`config.mk`:
```
export PLATFORM = sky130hd
export DESIGN_NAME = multicycle_ctrl
export DESIGN_NICKNAME = d
export VERILOG_FILES = /design/src/rtl/multicycle_ctrl.sv
export SDC_FILE = /design/constraint.sdc
export NUM_CORES = 1
export LEC_CHECK = 0
export ABC_AREA = 1
export CAP_MARGIN = 20
export CORE_UTILIZATION = 35
export DETAILED_ROUTE_END_ITERATION = 8
export GPL_ROUTABILITY_DRIVEN = 1
export GPL_TIMING_DRIVEN = 0
export PLACE_DENSITY_LB_ADDON = 0.15
export SKIP_CTS_REPAIR_TIMING = 1
export SYNTH_ARGS = -nofsm -noshare
export SYNTH_HDL_FRONTEND = slang
export SYNTH_SLANG_ARGS = --single-unit
```
`constraint.sdc`:
```
create_clock -name clk -period 2.2 [get_ports clk]
set_input_delay 0.22 -clock clk [delete_from_list [all_inputs] [get_ports clk]]
set_output_delay 0.22 -clock clk [all_outputs]
set_load 0.01 [all_outputs]
```
`src/rtl/multicycle_ctrl.sv`:
```
// multicycle_ctrl
// Control unit for a multi-cycle MIPS datapath (single memory, IR, A/B,
// ALUOut, MDR). A Moore state machine sequences each instruction through
// fetch, decode, execute, memory and writeback.
//
// Ports:
//   clk, rst_n        clock (rising edge), asynchronous active-low reset
//   opcode, funct     IR[31:26] / IR[5:0], stable from DECODE onward
//   zero              ALU zero flag, only used in BEQ
//   mem_ready         memory access completes this cycle
//   alu_op            ALU operation code
//   alu_src_a/b       ALU operand selects
//   pc_src, pc_en     PC source select and load enable
//   i_or_d            memory address select (PC / ALUOut)
//   mem_read/write    memory requests
//   ir_write          IR load
//   reg_write, reg_dst, mem_to_reg   register file writeback controls
//   illegal           one-cycle pulse on an unsupported instruction
//   retire            one-cycle pulse in each instruction's final state
module multicycle_ctrl #(
    parameter logic [2:0] ALU_AND = 3'b000,
    parameter logic [2:0] ALU_OR  = 3'b001,
    parameter logic [2:0] ALU_ADD = 3'b010,
    parameter logic [2:0] ALU_SUB = 3'b110,
    parameter logic [2:0] ALU_SLT = 3'b111
) (
    input  logic       clk,
    input  logic       rst_n,
    input  logic [5:0] opcode,
    input  logic [5:0] funct,
    input  logic       zero,
    input  logic       mem_ready,
    output logic [2:0] alu_op,
    output logic       alu_src_a,
    output logic [1:0] alu_src_b,
    output logic [1:0] pc_src,
    output logic       pc_en,
    output logic       i_or_d,
    output logic       mem_read,
    output logic       mem_write,
    output logic       ir_write,
    output logic       reg_write,
    output logic       reg_dst,
    output logic       mem_to_reg,
    output logic       illegal,
    output logic       retire
);

    localparam logic [5:0] OP_RTYPE = 6'b000000;
    localparam logic [5:0] OP_LW    = 6'b100011;
    localparam logic [5:0] OP_SW    = 6'b101011;
    localparam logic [5:0] OP_ADDI  = 6'b001000;
    localparam logic [5:0] OP_SLTI  = 6'b001010;
    localparam logic [5:0] OP_BEQ   = 6'b000100;
    localparam logic [5:0] OP_J     = 6'b000010;

    localparam logic [5:0] FN_ADD = 6'b100000;
    localparam logic [5:0] FN_SUB = 6'b100010;
    localparam logic [5:0] FN_AND = 6'b100100;
    localparam logic [5:0] FN_OR  = 6'b100101;
    localparam logic [5:0] FN_SLT = 6'b101010;

    typedef enum logic [3:0] {
        S_FETCH, S_DECODE, S_ADDR, S_MEM_RD, S_LW_WB, S_MEM_WR,
        S_R_EX, S_R_WB, S_I_EX, S_I_WB, S_BEQ, S_JUMP
    } state_t;

    state_t state_reg, state_next;

    logic funct_ok;
    assign funct_ok = (funct == FN_ADD) || (funct == FN_SUB) || (funct == FN_AND) ||
                      (funct == FN_OR)  || (funct == FN_SLT);

    // Next-state logic
    always_comb begin
        state_next = S_FETCH;
        case (state_reg)
            S_FETCH:  state_next = mem_ready ? S_DECODE : S_FETCH;
            S_DECODE: begin
                case (opcode)
                    OP_RTYPE:        state_next = funct_ok ? S_R_EX : S_FETCH;
                    OP_LW, OP_SW:    state_next = S_ADDR;
                    OP_ADDI, OP_SLTI: state_next = S_I_EX;
                    OP_BEQ:          state_next = S_BEQ;
                    OP_J:            state_next = S_JUMP;
                    default:         state_next = S_FETCH;
                endcase
            end
            // Only lw and sw can reach ADDR, so one compare is enough.
            S_ADDR:   state_next = (opcode == OP_SW) ? S_MEM_WR : S_MEM_RD;
            S_MEM_RD: state_next = mem_ready ? S_LW_WB : S_MEM_RD;
            S_MEM_WR: state_next = mem_ready ? S_FETCH : S_MEM_WR;
            S_R_EX:   state_next = S_R_WB;
            S_I_EX:   state_next = S_I_WB;
            default:  state_next = S_FETCH;
        endcase
    end

    always_ff @(posedge clk or negedge rst_n) begin
        if (!rst_n) begin
            state_reg <= S_FETCH;
        end else begin
            state_reg <= state_next;
        end
    end

    // Output decode from the state register (plus mem_ready/zero for the
    // handshake-qualified strobes and opcode/funct for the ALU op).
    logic [2:0] alu_op_c;
    logic       alu_src_a_c;
    logic [1:0] alu_src_b_c;
    logic [1:0] pc_src_c;
    logic       pc_en_c, i_or_d_c, mem_read_c, mem_write_c, ir_write_c;
    logic       reg_write_c, reg_dst_c, mem_to_reg_c, illegal_c, retire_c;

    always_comb begin
        alu_op_c     = 3'b000;
        alu_src_a_c  = 1'b0;
        alu_src_b_c  = 2'b00;
        pc_src_c     = 2'b00;
        pc_en_c      = 1'b0;
        i_or_d_c     = 1'b0;
        mem_read_c   = 1'b0;
        mem_write_c  = 1'b0;
        ir_write_c   = 1'b0;
        reg_write_c  = 1'b0;
        reg_dst_c    = 1'b0;
        mem_to_reg_c = 1'b0;
        illegal_c    = 1'b0;
        retire_c     = 1'b0;
        case (state_reg)
            S_FETCH: begin
                mem_read_c  = 1'b1;
                alu_src_b_c = 2'b01;
                alu_op_c    = ALU_ADD;
                // PC+4 and IR load only commit once memory delivers.
                ir_write_c  = mem_ready;
                pc_en_c     = mem_ready;
            end
            S_DECODE: begin
                alu_src_b_c = 2'b11;
                alu_op_c    = ALU_ADD;
                case (opcode)
                    OP_RTYPE:                               illegal_c = !funct_ok;
                    OP_LW, OP_SW, OP_ADDI, OP_SLTI,
                    OP_BEQ, OP_J:                           illegal_c = 1'b0;
                    default:                                illegal_c = 1'b1;
                endcase
            end
            S_ADDR: begin
                alu_src_a_c = 1'b1;
                alu_src_b_c = 2'b10;
                alu_op_c    = ALU_ADD;
            end
            S_MEM_RD: begin
                mem_read_c = 1'b1;
                i_or_d_c   = 1'b1;
            end
            S_LW_WB: begin
                reg_write_c  = 1'b1;
                mem_to_reg_c = 1'b1;
                retire_c     = 1'b1;
            end
            S_MEM_WR: begin
                mem_write_c = 1'b1;
                i_or_d_c    = 1'b1;
                retire_c    = mem_ready;
            end
            S_R_EX: begin
                alu_src_a_c = 1'b1;
                case (funct)
                    FN_SUB:  alu_op_c = ALU_SUB;
                    FN_AND:  alu_op_c = ALU_AND;
                    FN_OR:   alu_op_c = ALU_OR;
                    FN_SLT:  alu_op_c = ALU_SLT;
                    default: alu_op_c = ALU_ADD;
                endcase
            end
            S_R_WB: begin
                reg_write_c = 1'b1;
                reg_dst_c   = 1'b1;
                retire_c    = 1'b1;
            end
            S_I_EX: begin
                alu_src_a_c = 1'b1;
                alu_src_b_c = 2'b10;
                alu_op_c    = (opcode == OP_SLTI) ? ALU_SLT : ALU_ADD;
            end
            S_I_WB: begin
                reg_write_c = 1'b1;
                retire_c    = 1'b1;
            end
            S_BEQ: begin
                alu_src_a_c = 1'b1;
                alu_op_c    = ALU_SUB;
                pc_src_c    = 2'b01;
                pc_en_c     = zero;
                retire_c    = 1'b1;
            end
            S_JUMP: begin
                pc_src_c = 2'b10;
                pc_en_c  = 1'b1;
                retire_c = 1'b1;
            end
            default: begin
                alu_op_c = 3'b000;
            end
        endcase
    end

    // Outputs are held at zero for as long as reset is asserted, so an
    // aborted instruction cannot leak a write while rst_n is low.
    assign alu_op     = rst_n ? alu_op_c     : 3'b000;
    assign alu_src_a  = rst_n & alu_src_a_c;
    assign alu_src_b  = rst_n ? alu_src_b_c  : 2'b00;
    assign pc_src     = rst_n ? pc_src_c     : 2'b00;
    assign pc_en      = rst_n & pc_en_c;
    assign i_or_d     = rst_n & i_or_d_c;
    assign mem_read   = rst_n & mem_read_c;
    assign mem_write  = rst_n & mem_write_c;
    assign ir_write   = rst_n & ir_write_c;
    assign reg_write  = rst_n & reg_write_c;
    assign reg_dst    = rst_n & reg_dst_c;
    assign mem_to_reg = rst_n & mem_to_reg_c;
    assign illegal    = rst_n & illegal_c;
    assign retire     = rst_n & retire_c;

endmodule

```
==> results.md, run 1 <==
* Clk pin slew, worst setup/hold paths at 40 ps
* # rows at 16
* Seq cells post-synth at 4
* Post-layout net count at 192
* Core Area at 0.00196 mm²
* Final hold violations at 0
* Cell mode on critical path: nor2_1
* P per Cell Area at 664 mW/mm²
* GRT Resource Usage Total at 18.9%
* CP max stage delay at 550 ps
* Syn nets at 153
* # setup viols final at 0
* Initial antenna violation count at 0
* Ant. Diodes at 0
* Mapped Avg Cell Area at 5.32 µm²
* Net Sw Frac at 48.3%
* Filler cell count at 216
* Worst skew pair latency at 230 ps
* Internal portion of total power at 0.392 mW
* Post-synth cell types at 21
* Global route overflow at 0
* Die width at 47.7 µm
* Clk pwr share at 11.4%
* Cells after Synth at 137
* Starting Density at 37.2%
* Finished Core Util at 58.1%
* Die Ht at 47.7 µm
* Maxcap violations at 0
* Pleak at 0.597 nW
* Critical path arrival at 1870 ps
* DP HPWL at 1680 µm
* Largest register FFs at 4
* Critical-path cell list: clkdlybuf4s50_1 > nor2_1 > nand3_1 > nand3_1 > nor2_1 > nor2_1 > nor2_1 > clkdlybuf4s50_1
* Synthesis Warnings at 0
* Worst Path Max Fanout at 5
* Die area at 0.00227 mm²
* Slew @ Worst Pin at 384 ps
* CP startpoint kind: primary input
* Register area share after synthesis at 13.7%
* GP Congestion at 0.848
* Vias at 975
* Clock Root Buffer: clkbuf_4
* Post-route cell area at 0.00114 mm²
* Max-slew violation count at 0
* CTS H-tree depth at 1
* TritonCTS Buffers at 3
* Crit Path Class: primary input to output port
* Seq pwr share at 18.3%
* Vias in the first global route at 790
* Slowest CP cell: clkdlybuf4s50_1
* First-pass GRT wire length at 3120 µm
* IO Pins at 34
* Placed cell count at 197
* Final wirelength at 1980 µm
* Drt pass-1 iters at 4
* Status: finished clean
* Placed Area at 0.00109 mm²
* RR Startpoint: state_reg[1]
* Vias per cell at 4.85
* DRC violations left at 0
* Comb power frac at 70.3%
* Synthesized cell area at 729 µm²
* Psw at 0.366 mW
* Start point of the critical path: opcode[3]
* HP Class: primary input to async pin
* Post-layout minimum cycle time at 2090 ps
* Final worst-path cycle share at 95.0%
* DR WL/cell at 9.83 µm
* RSZ-0062 raised after global routing: true
* Largest net degree at the start of global routing at 11
* CP endpoint kind: output port
* Share of cells above drive strength 1 at 13.2%
* Clock Skew at 2.99 ps
* Post-route antenna net violation count at 0
* Slew headroom at 74.4%
* CTS tree: done
* Max VDD drop at 0.645 mV
* CTS sink count at 4
* Synthesis-to-finish area growth at 56.3%
* Total power at 0.757 mW
* Worst path required time at 1980 ps
* Initial drt markers at 33
* Fmax at 479 MHz
* Post-Layout Cell Count at 201
* Clock Path Buffers at 2
* Port Buf Inserts at 33
cells in the mapped netlist:
library cell	number	area, µm²
a211oi_1	1	7.51
a21oi_1	5	25.0
a31oi_1	3	18.8
clkbuf_1	1	3.75
clkinv_2	1	5.00
dfrtp_1	4	100
inv_1	21	78.8
inv_2	2	7.51
inv_4	1	6.26
nand2_1	26	97.6
nand2_2	4	25.0
nand2_4	1	11.3
nand3_1	18	90.1
nand3_2	1	10.0
nand4_2	1	12.5
nor2_1	32	120
nor2_4	5	56.3
nor3_1	3	15.0
nor4_1	1	6.26
o21ai_0	5	25.0
o31ai_1	1	7.51
placed cells by master (no fill, tap or decap):
cell,n
o31ai_1,1
clkbuf_4,3
inv_2,3
nand2_4,1
clkbuf_1,1
nand3_2,1
inv_4,1
dlymetal6s2s_1,3
a21oi_1,5
o21ai_0,5
nor2_4,5
clkinv_2,1
nor4_1,1
nand4_2,1
nand2_2,4
nor2_1,30
clkdlybuf4s50_1,30
nand3_1,18
nor2_2,2
a31oi_1,3
nor3_1,3
dfrtp_1,3
inv_1,20
dfrtp_2,1
nand2_1,26
a211oi_1,1
dlygate4sd3_1,1
worst max-delay path: cells and delay by family:
kind / cells / cell delay [ps]
buf+inv: 2 / 1080
simple gates: 6 / 560
power by group through the flow:
stage	registers [mW]	clock network, mW	logic (mW)
6_report	0.139	0.0864	0.532
5_1_grt	0.143	0.0954	0.591
2_1_floorplan	0.126	0	0.325
4_1_cts	0.132	0.0929	0.530
3_5_place_dp	0.133	0	0.528
3_3_place_gp	0.132	0	0.520
through the flow:
step | hold WS (ps) | setup WS [ps] | setup TNS, ps
floorplan | -75.6 | 867 | 0
CTS | 307 | -155 | -795
global route | 651 | -22.0 | -24.9
finish | 629 | 111 | 0
detailed placement | 554 | -149 | -724
global placement | 555 | -121 | -728
final timing paths:
kind,end,slack (ps),depth (start not counted)
min reg2reg,state_reg[3],730,3
max reg2reg,state_reg[0],1010,6
max in group asynchronous,state_reg[1],1370,2
min in group clk,state_reg[2],720,3
min,state_reg[0],630,2
max,illegal,110,8
cell type report:
| type | count | area (µm²) | share of cell area, % |
|---|---|---|---|
| clock buffer | 3 | 22.5 | 1.98 |
| sequential | 4 | 101 | 8.89 |
| inverter | 25 | 97.6 | 8.56 |
| tap | 27 | 33.8 | 2.96 |
| buffer | 1 | 3.75 | 0.329 |
| timing repair buffer | 34 | 348 | 30.5 |
| multi-input combinational | 107 | 533 | 46.8 |
logic make-up after synthesis:
| group | count (synthesis) | share of synthesized area (%) |
|---|---|---|
| AND/OR/NAND/NOR | 92 | 60.9 |
| flip-flops | 4 | 13.7 |
| buffers and inverters | 26 | 13.9 |
| AO/OA/AOI/OAI | 15 | 11.5 |
metal layers:
metal	global-route usage (%)	vias up	wire (µm)	share of wire, %
met2	32.6	25	938	47
met5	0	-	0	0
li1	-	515	-	-
met1	26.9	435	914	46
met4	1.67	0	0	0
met3	1.13	0	121	6.1
(Power assumes the default switching activity.)
==> run 2, diff against run 1 <==
ABC_AREA = not set   (was 1)
CORE_ASPECT_RATIO = 0.6   (was not set)
HOLD_SLACK_MARGIN = 0.1   (was not set)
==> run 2 against run 1 <==
  * Power shrank 46%
  * Largest power group unchanged
  * Register-to-register slack lost 80 ps
  * Highest routed layer is now met4
  * Sequential power shrank 38%
  * Critical endpoint unchanged
==> results.md, run 2 <==
* Setup_tns at 0 ps (unchanged)
* Synthesized cell area at 758 µm² (was 729 µm²)
* # rows at 12 (was 16)
* EDFF count, synth at 0 (unchanged)
* Register area share after synthesis at 13.2% (was 13.7%)
* # setup viols final at 0 (unchanged)
* Status: finished clean (unchanged)
* IO Pins at 34 (unchanged)
* Share of cells above drive strength 1 at 12.0% (was 13.2%)
* HP Class: primary input to register (was primary input to async pin)
* Fmax at 459 MHz (was 479 MHz)
* Largest register FFs at 4 (unchanged)
* Slew headroom at 73.7% (was 74.4%)
* Top cell type by total area after synthesis: dfrtp_1 (was nor2_1)
* Synth top cells by count: 16 x nand2_1, 16 x nor2_1, 9 x a21oi_1, 9 x nand2b_1, 9 x o21ai_0 (was 32 x nor2_1, 26 x nand2_1, 21 x inv_1)
* CTS tree: done (unchanged)
* Final wirelength at 2420 µm (was 1980 µm)
* Max-slew violation count at 0 (unchanged)
* Met3 WL at 170 µm (was 121 µm)
* Slowest CP cell: clkdlybuf4s50_1 (unchanged)
* Pleak at 0.595 nW (was 0.597 nW)
* Most frequent cells in the layout: 22 x clkdlybuf4s50_1, 16 x nand2_1, 15 x nor2_1, 11 x dlymetal6s2s_1 (was 30 x nor2_1, 30 x clkdlybuf4s50_1, 26 x nand2_1, 20 x inv_1, 18 x nand3_1)
* DR top layer: met4 (was met3)
* Crit Path Class: register to output port (was primary input to output port)
* Post-synth cell types at 36 (was 21)
* Vias in the first global route at 851 (was 790)
* Critical path arrival at 1960 ps (was 1870 ps)
* Initial drt markers at 78 (was 33)
* Met2 routed WL at 999 µm (was 938 µm)
* CP endpoint kind: output port (unchanged)
* Commonest non-fill, non-tap cell in the layout: clkdlybuf4s50_1
* Vias at 1,020 (was 975)
* Initial antenna violation count at 0 (unchanged)
* Most used DFF post-synth: dfrtp_1 (unchanged)
* TritonCTS Buffers at 3 (unchanged)
* Synthesis-to-finish area growth at 62.4% (was 56.3%)
* Ant. Diodes at 0 (unchanged)
* Top-area cell type share of the netlist area at 13.2% (was 16.5%)
* Syn nets at 136 (was 153)
* Starting Density at 39.1% (was 37.2%)
* Cells after Synth at 120 (was 137)
* Core Area at 0.00194 mm² (was 0.00196 mm²)
* Synthesis Warnings at 0 (unchanged)
* Seq cells post-synth at 4 (unchanged)
* DR WL/cell at 13.0 µm (was 9.83 µm)
* Critical-path cell list: buf_4 > nand2b_1 > nor3_4 > nand2_1 > a21oi_1 > clkdlybuf4s50_1 (was clkdlybuf4s50_1 > nor2_1 > nand3_1 > nand3_1 > nor2_1 > nor2_1 > nor2_1 > clkdlybuf4s50_1)
* Clock Skew at 3.22 ps (was 2.99 ps)
* Register-to-register setup slack at 930 ps (was 1010 ps)
* Worst Path Max Fanout at 10 (was 5)
* WL met1 at 1230 µm (was 914 µm)
* Total power at 0.406 mW (was 0.757 mW)
* Die area at 0.00236 mm² (was 0.00227 mm²)
* Hold Slack at 517 ps (was 629 ps)
* Post-route antenna net violation count at 0 (unchanged)
* GRT Resource Usage Total at 22.8% (was 18.9%)
* GP Congestion at 0.806 (was 0.848)
* Synth top area cells: dfrtp_1 13%, nand2_1 7.9%, nor2_1 7.9% (was nor2_1 16%, dfrtp_1 14%, nand2_1 13%)
* Worst path required time at 1980 ps (about the same)
* Clock Root Buffer: clkbuf_4 (unchanged)
* Final hold violations at 0 (unchanged)
* Post-Layout Cell Count at 186 (was 201)
* Maxcap violations at 0 (unchanged)
* Async SR Flop Fraction at 100% (unchanged)
* Die width at 62.1 µm (was 47.7 µm)
* RSZ-0062 raised after global routing: true (unchanged)
* CTS sink count at 4 (unchanged)
* CP startpoint kind: register (was primary input)
* Global route overflow at 0 (unchanged)
* First-pass GRT wire length at 3810 µm (was 3120 µm)
* CTS H-tree depth at 1 (unchanged)
* Clk pin slew, worst setup/hold paths at 40 ps (about the same)
* Vias per cell at 5.48 (was 4.85)
* Drt pass-1 iters at 4 (unchanged)
* Mapped Avg Cell Area at 6.32 µm² (was 5.32 µm²)
* Max VDD drop at 0.239 mV (was 0.645 mV)
* Placed cell count at 181 (was 197)
* Finished Core Util at 63.6% (was 58.1%)
* Slew @ Worst Pin at 394 ps (was 384 ps)
* Die Ht at 38.1 µm (was 47.7 µm)
* Port Buf Inserts at 33 (unchanged)
* Largest net degree at the start of global routing at 14 (was 11)
* Post-layout net count at 176 (was 192)
* Post-layout minimum cycle time at 2180 ps (was 2090 ps)
* Final worst-path cycle share at 99.1% (was 95.0%)
* DRC violations left at 0 (unchanged)
* Clock Path Buffers at 2 (unchanged)
* Worst skew pair latency at 240 ps (was 230 ps)
* CP max stage delay at 540 ps (was 550 ps)
* P per Cell Area at 330 mW/mm² (was 664 mW/mm²)
* DP HPWL at 1810 µm (was 1680 µm)
[run 2: cell types whose count changed after synthesis, moves of 5 or more]
cell      change
nor2_1       -16
nor3_1        +5
nor2_4        -5
inv_1        -17
nand2b_1      +9
nand3_1      -17
nand2_1      -10
[run 2: per-layer routing]
metal | global-route usage [%] | vias up
li1 | - | 501
met5 | 0 | -
met2 | 30.9 | 39
met3 | 7.77 | 5
met1 | 33.8 | 475
met4 | 4.44 | 0
[run 2: kinds of logic after synthesis]
group | share of synthesized area, %
XOR/XNOR | 2.31
AND/OR/NAND/NOR | 50.8
AO/OA/AOI/OAI | 23.1
multiplexers | 1.32
buffers and inverters | 9.24
flip-flops | 13.2
[run 2: area by class of cell]
| class | instances | area (µm²) |
|---|---|---|
| Buffer | 7 | 56.3 |
| Clock buffer | 3 | 22.5 |
| Fill cell | 173 | 706 |
| Inverter | 4 | 15.0 |
| Multi-Input combinational cell | 105 | 626 |
| Sequential cell | 4 | 101 |
| Tap cell | 28 | 35.0 |
| Timing Repair Buffer | 35 | 375 |
[run 2: path summary, 6_finish.rpt]
check / startpoint / end / depth (start not counted)
min in group asynchronous: rst_n / state_reg[2] / 2
min: opcode[2] / state_reg[3] / 4
max reg2reg: state_reg[1] / state_reg[2] / 5
max in group asynchronous: rst_n / state_reg[0] / 2
max: state_reg[1] / illegal / 6
min reg2reg: state_reg[1] / state_reg[3] / 4
[run 2: power breakdown]
part / switching [mW] / internal, mW / total [mW]
logic: 0.116 / 0.109 / 0.224
registers: 0.00655 / 0.0802 / 0.0868
clock network: 0.0339 / 0.0613 / 0.0952
total: 0.156 / 0.250 / 0.406
[run 2: worst max-delay path: cells and delay by family (launching register included)]
family / cells / cell delay, ps
simple gates: 3 / 520
buf+inv: 2 / 710
compound gates: 1 / 120
flops: 1 / 350
[run 2: metrics by stage]
step | setup WS (ps) | cell area (µm²)
floorplan | 700 | 758
global placement | -156 | 1120
detailed placement | -160 | 1120
CTS | -183 | 1150
global route | -79.7 | 1230
finish | 20.4 | 1230
==> run 3, diff against run 2 <==
CTS_CLUSTER_SIZE = 30   (was not set)
==> results of run 3 <==
Same layout as run 2: the final DEF is identical, and so are final timing and power.
